### src/rtl/render_pkg.sv
// Shared types and region constants for the render frame scheduler.
package render_pkg;

  typedef logic [10:0] hcount_t;
  typedef logic [9:0]  vcount_t;

  // Default 3D screen region: columns [START_X, END_X), rows [START_Y, END_Y)
  localparam int START_X = 260;
  localparam int START_Y = 195;
  localparam int END_X   = 390;
  localparam int END_Y   = 295;
  localparam int ADDR_W  = 14;

  typedef enum logic [1:0] {
    IDLE  = 2'd0,
    ISSUE = 2'd1,
    DRAIN = 2'd2,
    READY = 2'd3
  } sched_state_t;

  // Number of pixels in a rectangular region
  function automatic int region_pixels(input int sx, input int sy, input int ex, input int ey);
    return (ex - sx) * (ey - sy);
  endfunction

endpackage

### src/rtl/region_addr_gen.sv
// Registered region range check and (h,v) -> linear offset conversion.
// One cycle of latency; a sideband tag travels with the pixel so callers
// can attach bank/bookkeeping bits that line up with the result.
module region_addr_gen #(
  parameter int START_X = 260,
  parameter int START_Y = 195,
  parameter int END_X   = 390,
  parameter int END_Y   = 295,
  parameter int ADDR_W  = 14,
  parameter int TAG_W   = 2
) (
  input  logic                  clk,
  input  logic                  rst_n,
  input  logic                  valid_in,
  input  render_pkg::hcount_t   h_in,
  input  render_pkg::vcount_t   v_in,
  input  logic [TAG_W-1:0]      tag_in,
  output logic                  valid_out,
  output logic                  err_out,
  output logic [TAG_W-1:0]      tag_out,
  output logic [ADDR_W-1:0]     offset_out
);

  logic              in_range;
  logic [ADDR_W-1:0] h_off;
  logic [ADDR_W-1:0] v_off;
  logic [ADDR_W-1:0] offset_next;

  // Range test and row-major offset; offset is only meaningful when in range
  always_comb begin
    in_range    = (int'(h_in) >= START_X) && (int'(h_in) < END_X) &&
                  (int'(v_in) >= START_Y) && (int'(v_in) < END_Y);
    h_off       = ADDR_W'(h_in) - ADDR_W'(START_X);
    v_off       = ADDR_W'(v_in) - ADDR_W'(START_Y);
    offset_next = h_off + v_off * ADDR_W'(END_X - START_X);
  end

  // Output register: valid only for in-range pixels, err for out-of-range ones
  always_ff @(posedge clk or negedge rst_n) begin
    if (!rst_n) begin
      valid_out  <= 1'b0;
      err_out    <= 1'b0;
      tag_out    <= '0;
      offset_out <= '0;
    end else begin
      valid_out  <= valid_in & in_range;
      err_out    <= valid_in & ~in_range;
      tag_out    <= tag_in;
      offset_out <= offset_next;
    end
  end

endmodule

### src/rtl/render_frame_scheduler.sv
// Frame scheduler: issues region coordinates to the renderer, converts the
// returned pixels to framebuffer writes and flips the double buffer on
// frame boundaries once a render has fully landed.
module render_frame_scheduler #(
  parameter int START_X = render_pkg::START_X,
  parameter int START_Y = render_pkg::START_Y,
  parameter int END_X   = render_pkg::END_X,
  parameter int END_Y   = render_pkg::END_Y,
  parameter int ADDR_W  = render_pkg::ADDR_W
) (
  input  logic                 aclk,
  input  logic                 aresetn,
  input  logic                 frame_start_in,
  output render_pkg::hcount_t  coord_h_tdata,
  output render_pkg::vcount_t  coord_v_tdata,
  output logic                 coord_tvalid,
  input  logic                 coord_tready,
  input  logic                 pix_tvalid,
  input  render_pkg::hcount_t  pix_hcount_in,
  input  render_pkg::vcount_t  pix_vcount_in,
  output logic                 wr_en_out,
  output logic [ADDR_W:0]      wr_addr_out,
  output logic                 rd_bank_out,
  output logic                 busy_out,
  output logic                 frame_done_out,
  output logic [7:0]           overrun_count_out,
  output logic                 range_err_out
);

  import render_pkg::*;

  localparam int              NUM_PIX   = region_pixels(START_X, START_Y, END_X, END_Y);
  localparam logic [ADDR_W:0] NUM_PIX_C = (ADDR_W+1)'(NUM_PIX);
  localparam logic [ADDR_W:0] LAST_C    = (ADDR_W+1)'(NUM_PIX - 1);
  localparam hcount_t         H_FIRST   = hcount_t'(START_X);
  localparam hcount_t         H_LAST    = hcount_t'(END_X - 1);
  localparam vcount_t         V_FIRST   = vcount_t'(START_Y);
  localparam vcount_t         V_LAST    = vcount_t'(END_Y - 1);

  sched_state_t      state;
  sched_state_t      state_next;
  logic              wr_bank;
  logic [ADDR_W:0]   pix_count;
  logic              beat;
  logic              last_beat;
  logic              counting;
  logic              count_wr;
  logic              last_write;
  logic              render_done;
  logic              swap;
  logic              overrun;
  logic              restart;
  logic              gen_err;
  logic [1:0]        gen_tag;
  logic [ADDR_W-1:0] gen_offset;

  // Handshake, completion and frame-boundary decisions
  always_comb begin
    beat        = (state == ISSUE) & coord_tready;
    last_beat   = beat & (coord_h_tdata == H_LAST) & (coord_v_tdata == V_LAST);
    counting    = (state == ISSUE) | (state == DRAIN);
    // gen_tag[0]: pixel entered while a render was active, so it counts
    count_wr    = wr_en_out & gen_tag[0] & (pix_count != NUM_PIX_C);
    last_write  = count_wr & (pix_count == LAST_C);
    // A frame start landing on the completing write still counts as complete
    render_done = (pix_count == NUM_PIX_C) | last_write;
    swap        = frame_start_in & ((state == READY) | ((state == DRAIN) & render_done));
    overrun     = frame_start_in & ((state == ISSUE) | ((state == DRAIN) & ~render_done));
    restart     = (state_next == ISSUE) & (state != ISSUE);
  end

  // Pixel path: range check and offset, tagged with the bank and count flag
  region_addr_gen #(
    .START_X (START_X),
    .START_Y (START_Y),
    .END_X   (END_X),
    .END_Y   (END_Y),
    .ADDR_W  (ADDR_W),
    .TAG_W   (2)
  ) u_addr_gen (
    .clk        (aclk),
    .rst_n      (aresetn),
    .valid_in   (pix_tvalid),
    .h_in       (pix_hcount_in),
    .v_in       (pix_vcount_in),
    .tag_in     ({wr_bank, counting}),
    .valid_out  (wr_en_out),
    .err_out    (gen_err),
    .tag_out    (gen_tag),
    .offset_out (gen_offset)
  );

  assign wr_addr_out = {gen_tag[1], gen_offset};

  // FSM state register
  always_ff @(posedge aclk or negedge aresetn) begin
    if (!aresetn) state <= IDLE;
    else          state <= state_next;
  end

  // FSM next state and state-decoded outputs
  always_comb begin
    state_next   = state;
    coord_tvalid = 1'b0;
    busy_out     = 1'b0;
    case (state)
      IDLE: begin
        if (frame_start_in) state_next = ISSUE;
      end
      ISSUE: begin
        coord_tvalid = 1'b1;
        busy_out     = 1'b1;
        if (last_beat) state_next = DRAIN;
      end
      DRAIN: begin
        busy_out = 1'b1;
        if (render_done) state_next = frame_start_in ? ISSUE : READY;
      end
      READY: begin
        if (frame_start_in) state_next = ISSUE;
      end
      default: state_next = IDLE;
    endcase
  end

  // Coordinate raster: advance only on a handshake, wrap at the region edges
  always_ff @(posedge aclk or negedge aresetn) begin
    if (!aresetn) begin
      coord_h_tdata <= H_FIRST;
      coord_v_tdata <= V_FIRST;
    end else if (restart) begin
      coord_h_tdata <= H_FIRST;
      coord_v_tdata <= V_FIRST;
    end else if (beat) begin
      if (coord_h_tdata == H_LAST) begin
        coord_h_tdata <= H_FIRST;
        coord_v_tdata <= (coord_v_tdata == V_LAST) ? V_FIRST : coord_v_tdata + 10'd1;
      end else begin
        coord_h_tdata <= coord_h_tdata + 11'd1;
      end
    end
  end

  // Written-pixel counter for the render in progress
  always_ff @(posedge aclk or negedge aresetn) begin
    if (!aresetn)      pix_count <= '0;
    else if (restart)  pix_count <= '0;
    else if (count_wr) pix_count <= pix_count + 1'b1;
  end

  // Bank flip, overrun tally, sticky range error and done pulse
  always_ff @(posedge aclk or negedge aresetn) begin
    if (!aresetn) begin
      rd_bank_out       <= 1'b0;
      wr_bank           <= 1'b1;
      overrun_count_out <= 8'd0;
      range_err_out     <= 1'b0;
      frame_done_out    <= 1'b0;
    end else begin
      if (swap) begin
        rd_bank_out <= ~rd_bank_out;
        wr_bank     <= ~wr_bank;
      end
      if (overrun && (overrun_count_out != 8'd255))
        overrun_count_out <= overrun_count_out + 8'd1;
      if (gen_err) range_err_out <= 1'b1;
      frame_done_out <= last_write;
    end
  end

endmodule

### config.mk
export PLATFORM = sky130hd
export DESIGN_NAME = render_frame_scheduler
export DESIGN_NICKNAME = d
export VERILOG_FILES = /design/src/rtl/render_pkg.sv /design/src/rtl/region_addr_gen.sv /design/src/rtl/render_frame_scheduler.sv
export SDC_FILE = /design/constraint.sdc
export NUM_CORES = 1
export LEC_CHECK = 0
export BUFFER_PORTS_ARGS = -buffer_cell sky130_fd_sc_hd__buf_4
export CAP_MARGIN = 20
export CORE_MARGIN = 5
export CORE_UTILIZATION = 57
export CTS_CLUSTER_DIAMETER = 60
export DETAILED_ROUTE_END_ITERATION = 6
export GPL_ROUTABILITY_DRIVEN = 1
export HOLD_SLACK_MARGIN = 0.02
export PLACE_DENSITY = 0.9
export SETUP_SLACK_MARGIN = 0.4
export SYNTH_ARGS = -nofsm -noshare
export SYNTH_HDL_FRONTEND = slang
export SYNTH_SLANG_ARGS = --single-unit
### constraint.sdc
create_clock -name aclk -period 3.1 [get_ports aclk]
set_input_delay 0.465 -clock aclk [delete_from_list [all_inputs] [get_ports aclk]]
set_output_delay 0.465 -clock aclk [all_outputs]
set_load 0.01 [all_outputs]
==> flow_metrics.py, run 1 <==
metrics = {
    "timing": {
        "skew_ns": 0.0130,
        "slew_viol_final": 0,
        "timing.hold.ws_ns": 0.214,
        "rsz0062_at_grt": "true",
        "slew_headroom_pct": 44.5,
        "worst_pin_slew_ns": 0.832,
        "period_needed_ns": 3.28,
        "max_freq_ghz": 0.305,
        "finalCritPeriodShare_pct": 106,
        "hold_viol": 0,
        "worst_slack_ns": -0.182,
        "setup_viol": 3,
    },
    "layout": {
        "mostFrequentLayoutCell": "buf_4",
        "nNetsFinal": 659,
        "final_core_util_pct": 74.6,
        "n_antenna_cell": 0,
        "final_layout_size_suffix_gt1_share_pct": 28.3,
        "syn_to_final_growth_pct": 28.7,
        "final_cell_mix": "119 x buf_4, 61 x dfrtp_1, 47 x nor2_1, 30 x ha_1, 29 x xor2_1",
        "fillCellCount": 509,
    },
    "logic_synthesis": {
        "ys.flop_type": "dfrtp_1",
        "avgSynthCellArea_um2": 9.30,
        "synth_nets": 540,
        "ys_types": 58,
        "synth_area_leaders": "dfrtp_1 34%, ha_1 9.9%, xor2_1 5.7%",
        "synthDominantCellAreaShare_pct": 34.4,
        "ys_seq_elements": 68,
        "synth_area_leader_cell": "dfrtp_1",
        "yosysSeqAreaShare_pct": 38.6,
        "yosysWarnings": 0,
        "synth_enable_flop_cells": 0,
        "synthArstFlopShare_pct": 100,
        "syn_area_um2": 4430,
        "netlist_instances": 477,
    },
    "global_route": {
        "first_global_vias": 4058,
        "grt_pass1_wl_um": 18200,
        "antenna_found_initial": 0,
        "grt-ovfl-total": 0,
        "grt_usage_pct": 22.7,
        "grt_max_degree": 69,
    },
    "route": {
        "route.detailed.wl_per_inst_um": 15.2,
        "drc": 0,
        "postRouteAntennaNets": 0,
        "wirelength_um": 10700,
        "avgViaCountPerCell": 5.74,
        "vias": 4035,
        "drt_pass1_iterations": 5,
        "drt_iter0_drc": 201,
    },
    "die": {
        "rows": 32,
        "die_w_um": 98.2,
        "dieArea_um2": 9640,
        "io_pins": 76,
        "die_h_um": 98.2,
        "core_um2": 7650,
        "floorplan.initialDensity_pct": 58.0,
    },
    "power_and_ir_drop": {
        "ir_drop_v": 0.000269,
        "leakage_nw": 2.74,
        "pwr_density_cell_nw_per_um2": 548,
        "p_comb_share_pct": 44.3,
        "power_frac_seq_pct": 36.0,
        "switching_share_pct": 36.4,
        "finalPower_mw": 3.13,
        "p_sw_mw": 1.14,
        "clkPwrFrac_pct": 19.7,
        "intPower_mw": 1.99,
    },
    "run_status": {
        "status": "finished, violations left",
        "failed_checks": "setup timing",
    },
    "setup_path": {
        "arrival_ns": 3.51,
        "cp_max_fo": 4,
        "path_cells": "buf_6 > or3_4 > or3_4 > nand3_2 > xor2_1 > ha_1 > ha_1 > a21o_1 > a21oi_2 > xnor2_1 > ha_2 > or3_4 > or3_1 > mux2i_1 > nor2_1",
        "slowest_stage": "or3_4",
        "critPathRequiredTime_ns": 3.32,
        "end_kind": "flop",
        "crit_type": "primary input to flop",
        "cpMostUsedCell": "or3_4",
        "critPathMaxStageDelay_ns": 0.39,
        "r2r_slack_ns": 0.63,
        "start_kind": "primary input",
    },
    "clocking": {
        "ctsHoldBuffers": 0,
        "cts.sinks": 68,
        "path_clk_slew_ns": 0.07,
        "clkLatencyLatePin_ns": 0.34,
        "clockBufferDepth": 2,
        "cts_made_buffers": 9,
        "cts_root_buffer": "clkbuf_8",
        "htreeDepth": 3,
        "cts_tree": "built",
    },
    "place": {
        "gp_congestion": 0.894,
        "io_buffers": 75,
        "dpl.hpwl_um": 8030,
    },
    "flow_run": {
        "cap_violations": 0,
    },
    "min_path": {
        "hold_path_class": "primary input to async pin",
    },
}
## sequential cells by signal (all words and copies together) (netlist names)
name / flops
overrun_count_out: 8
u_addr_gen.valid_out: 1
u_addr_gen.offset_out: 14
coord_h_tdata: 11
wr_bank: 1
u_addr_gen.tag_out: 2
coord_v_tdata: 10
range_err_out: 1
frame_done_out: 1
pix_count: 15
u_addr_gen.err_out: 1
state: 2
rd_bank_out: 1
## critical path, delay by kind of cell
family	cells	cell delay (ns)
XOR/XNOR	2	0.25
buffers and inverters	1	0.09
adder cells (fa/ha/maj)	3	0.71
multiplexers	1	0.13
AND/OR/NAND/NOR	6	1.55
AO/OA/AOI/OAI	2	0.32
## through the flow
step	instance area [µm²]	instances	setup slack, ns	setup TNS [ns]
3_3_place_gp	5400	682	-0.577	-1.85
5_1_grt	5710	703	-0.323	-0.794
6_report	5710	703	-0.182	-0.417
2_1_floorplan	4470	477	-0.432	-1.14
3_5_place_dp	5400	682	-0.643	-2.17
4_1_cts	5620	701	-0.205	-0.540
## synth_stat cells (5+ instances only)
cell type and number:
a21o_1 6, a21oi_1 21, a31oi_1 9, and2_1 10, and3_1 15, clkbuf_1 10
dfrtp_1 61, dfstp_2 7, ha_1 35, inv_1 28, nand2_1 27, nand3_1 20
nand4_1 11, nor2_1 48, nor2b_1 5, nor3_1 15, o21ai_0 16, o21ai_1 6
or3_1 8, xnor2_1 26, xor2_1 29
## power groups by stage
stage | Clock, mW | Sequential, mW | Combinational, mW
2_1_floorplan | 0 | 1.18 | 0.680
3_3_place_gp | 0 | 1.14 | 1.23
3_5_place_dp | 0 | 1.14 | 1.29
4_1_cts | 0.629 | 1.13 | 1.33
5_1_grt | 0.679 | 1.14 | 1.53
6_report | 0.615 | 1.13 | 1.39
## path summary, 6_finish.rpt
kind	from	end	cells past startpoint
min in group aclk	pix_hcount_in[0]	u_addr_gen.offset_out[0]	1
max	pix_vcount_in[4]	u_addr_gen.offset_out[12]	15
min reg2reg	wr_bank	u_addr_gen.tag_out[1]	0
max in group asynchronous	aresetn	u_addr_gen.offset_out[7]	1
max reg2reg	state[0]	coord_v_tdata[9]	8
min	aresetn	overrun_count_out[3]	1
## cells by family (layout without fill, tap and decap cells)
logic type	after synthesis	after routing	synth area share (%)
and+or+nand+nor	186	186	22.1
DFF	68	68	38.6
muxes	5	5	1.16
adders and majority gates	37	37	10.8
xor gates and xnor gates	56	56	11.4
buffers and inverters	42	166	4.09
AOI/OAI and AO/OA	83	83	11.9
## final cells by class
cell class / count / area, µm² / share of cell area (%)
multi-input combinational: 367 / 2670 / 46.8
tap: 102 / 128 / 2.24
clock buffer: 9 / 124 / 2.17
timing repair buffer: 122 / 927 / 16.3
clock inverter: 7 / 43.8 / 0.768
inverter: 28 / 105 / 1.84
sequential: 68 / 1710 / 30.0
## metal layers
metal / track usage, % / vias to the layer above / part of all wire (%)
met5: 0 / - / 0
met4: 8.40 / 0 / 2.5
met2: 41.0 / 148 / 53
met3: 5.14 / 28 / 6.8
met1: 26.1 / 1939 / 38
li1: - / 1920 / -
## what timing repair did
action | 4_1_cts | 5_1_grt
setup buffers | 3 | 2
pin swaps | 12 | 20
resized for setup | 9 | 11
setup endpoints to repair | 5 | 11
Note: power is estimated with default switching activity, not from simulation.
==> run 2: changes to the inputs <==
--- a/config.mk
+++ b/config.mk
@@ -8,12 +8,12 @@
 export BUFFER_PORTS_ARGS = -buffer_cell sky130_fd_sc_hd__buf_4
 export CAP_MARGIN = 20
 export CORE_MARGIN = 5
-export CORE_UTILIZATION = 57
+export CORE_UTILIZATION = 51
 export CTS_CLUSTER_DIAMETER = 60
 export DETAILED_ROUTE_END_ITERATION = 6
 export GPL_ROUTABILITY_DRIVEN = 1
 export HOLD_SLACK_MARGIN = 0.02
-export PLACE_DENSITY = 0.9
+export PLACE_DENSITY = 0.85
 export SETUP_SLACK_MARGIN = 0.4
 export SYNTH_ARGS = -nofsm -noshare
 export SYNTH_HDL_FRONTEND = slang
==> constraint.sdc (replaced) <==
create_clock -name aclk -period 3 [get_ports aclk]
set_input_delay 0.45 -clock aclk [delete_from_list [all_inputs] [get_ports aclk]]
set_output_delay 0.45 -clock aclk [all_outputs]
set_load 0.01 [all_outputs]
==> flow_metrics.py, run 2 (synthesis gave the netlist of run 1 again) <==
metrics = {
    "setup_path": {
        "end_kind": "flop",
        "start_kind": "primary input",
        "crit_type": "primary input to flop",
        "arrival_ns": 3.59,
        "r2r_slack_ns": 0.60,
        "r2r_start": "pix_count[1]",
        "cp_max_fo": 3,
        "reg2reg_depth": 7,
        "r2r-end": "coord_v_tdata[9]",
        "critPathRequiredTime_ns": 3.22,
    },
    "clocking": {
        "ctsHoldBuffers": 0,
        "cts_root_buffer": "clkbuf_8",
        "htreeDepth": 3,
        "cts_tree": "built",
        "cts.sinks": 68,
        "path_clk_slew_ns": 0.07,
        "cts_made_buffers": 9,
        "clockBufferDepth": 2,
        "clkLatencyLatePin_ns": 0.33,
    },
    "global_route": {
        "grt_pass1_wl_um": 17200,
        "first_global_vias": 3960,
        "grt_max_degree": 69,
        "antenna_found_initial": 0,
        "grt-ovfl-total": 0,
        "grt_usage_pct": 19.9,
    },
    "timing": {
        "setup_viol": 3,
        "tns_ns": -0.998,
        "hold_viol": 0,
        "max_freq_ghz": 0.297,
        "worst_slack_ns": -0.372,
        "skew_ns": 0.0120,
        "worst_pin_slew_ns": 0.821,
        "period_needed_ns": 3.37,
        "slew_headroom_pct": 45.2,
        "rsz0062_at_grt": "true",
        "finalCritPeriodShare_pct": 112,
        "slew_viol_final": 0,
    },
    "route": {
        "route.detailed.wl_per_inst_um": 14.6,
        "drt_pass1_iterations": 4,
        "drc": 0,
        "avgViaCountPerCell": 5.64,
        "drt_iter0_drc": 167,
        "postRouteAntennaNets": 0,
        "wirelength_um": 10400,
        "vias": 4025,
    },
    "place": {
        "dpl.hpwl_um": 8090,
        "gp_congestion": 0.891,
        "io_buffers": 75,
        "dp_slack_ns": -0.828,
    },
    "layout": {
        "largest_reg_flops": 15,
        "largest_registers": "pix_count x15, u_addr_gen.offset_out x14, coord_h_tdata x11",
        "max_flop_register": "pix_count",
        "final_cell_mix": "123 x buf_4, 61 x dfrtp_1, 47 x nor2_1, 33 x ha_1, 29 x xor2_1",
        "nNetsFinal": 664,
        "final_core_util_pct": 66.7,
        "syn_to_final_growth_pct": 29.2,
        "final_layout_size_suffix_gt1_share_pct": 28.1,
        "mostFrequentLayoutCell": "buf_4",
        "n_antenna_cell": 0,
    },
    "die": {
        "rows": 34,
        "die_w_um": 103,
        "die_h_um": 103,
        "core_um2": 8590,
        "floorplan.initialDensity_pct": 51.6,
        "io_pins": 76,
        "dieArea_um2": 10700,
    },
    "min_path": {
        "hold_path_class": "primary input to async pin",
    },
    "run_status": {
        "status": "finished, violations left",
        "failed_checks": "setup timing",
    },
    "power_and_ir_drop": {
        "pwr_density_cell_nw_per_um2": 567,
        "leakage_nw": 2.76,
        "ir_drop_v": 0.000213,
        "finalPower_mw": 3.25,
    },
    "flow_run": {
        "cap_violations": 0,
    },
}
-- run 2: routing by layer --
metal | share of wire, % | wire (µm) | vias up | GRT usage, %
li1 | - | - | 1935 | -
met1 | 39 | 4100 | 1951 | 22.7
met2 | 53 | 5520 | 123 | 36.9
met3 | 5.9 | 618 | 16 | 4.16
met5 | 0 | 0 | - | 0
met4 | 1.6 | 163 | 0 | 6.37
-- run 2: worst max-delay path: stages --
cell and delay [ns]:
buf_6 0.09, or3_4 0.39, a21oi_2 0.15, nand2b_1 0.10, nand2_1 0.09, xnor2_1 0.07
ha_1 0.29, ha_1 0.18, inv_1 0.08, fa_2 0.40, inv_1 0.06, a21o_1 0.12
a21oi_2 0.05, xnor2_1 0.14, ha_1 0.34, or3_1 0.38, mux2i_1 0.14, nor2_1 0.06
-- run 2: layout make-up --
cell class                 instances  area [µm²]
clock buffer                      12         145
clock inverter                     4        25.0
fill                             682        2860
inverter                          28         105
multi-input combinational        367        2640
sequential                        68        1710
tap                              108         135
timing repair buffer             127         968
-- run 2: stage by stage --
| step | cells | hold WS, ns | area, µm² |
|---|---|---|---|
| after floorplan | 477 | 0.154 | 4470 |
| after global placement | 694 | 0.399 | 5450 |
| after detailed placement | 694 | 0.402 | 5450 |
| after CTS | 712 | 0.236 | 5680 |
| after global routing | 714 | 0.223 | 5730 |
| final | 714 | 0.208 | 5730 |
-- run 2: power by group --
part	leakage, nW	internal (mW)	switching, mW
sequential	0.869	1.06	0.105
clock	0.0824	0.320	0.324
combinational	1.81	0.715	0.729
-- run 2: timing repair --
item                       in CTS  in global routing
gates resized for setup        12                  7
pin swaps                      14                 11
setup buffers                   2                  2
setup endpoints to repair       5                 11
gates cloned                    0                  0
-- run 2: how the worst max path moves through the flow --
stage | start | endpoint | cells after the start
after floorplan | pix_vcount_in[4] | u_addr_gen.offset_out[12] | 15
after global placement | pix_vcount_in[4] | u_addr_gen.offset_out[12] | 15
after detailed placement | pix_vcount_in[4] | u_addr_gen.offset_out[12] | 15
after CTS | pix_vcount_in[4] | u_addr_gen.offset_out[12] | 15
after global routing | pix_vcount_in[4] | u_addr_gen.offset_out[12] | 18
final | pix_vcount_in[4] | u_addr_gen.offset_out[12] | 18
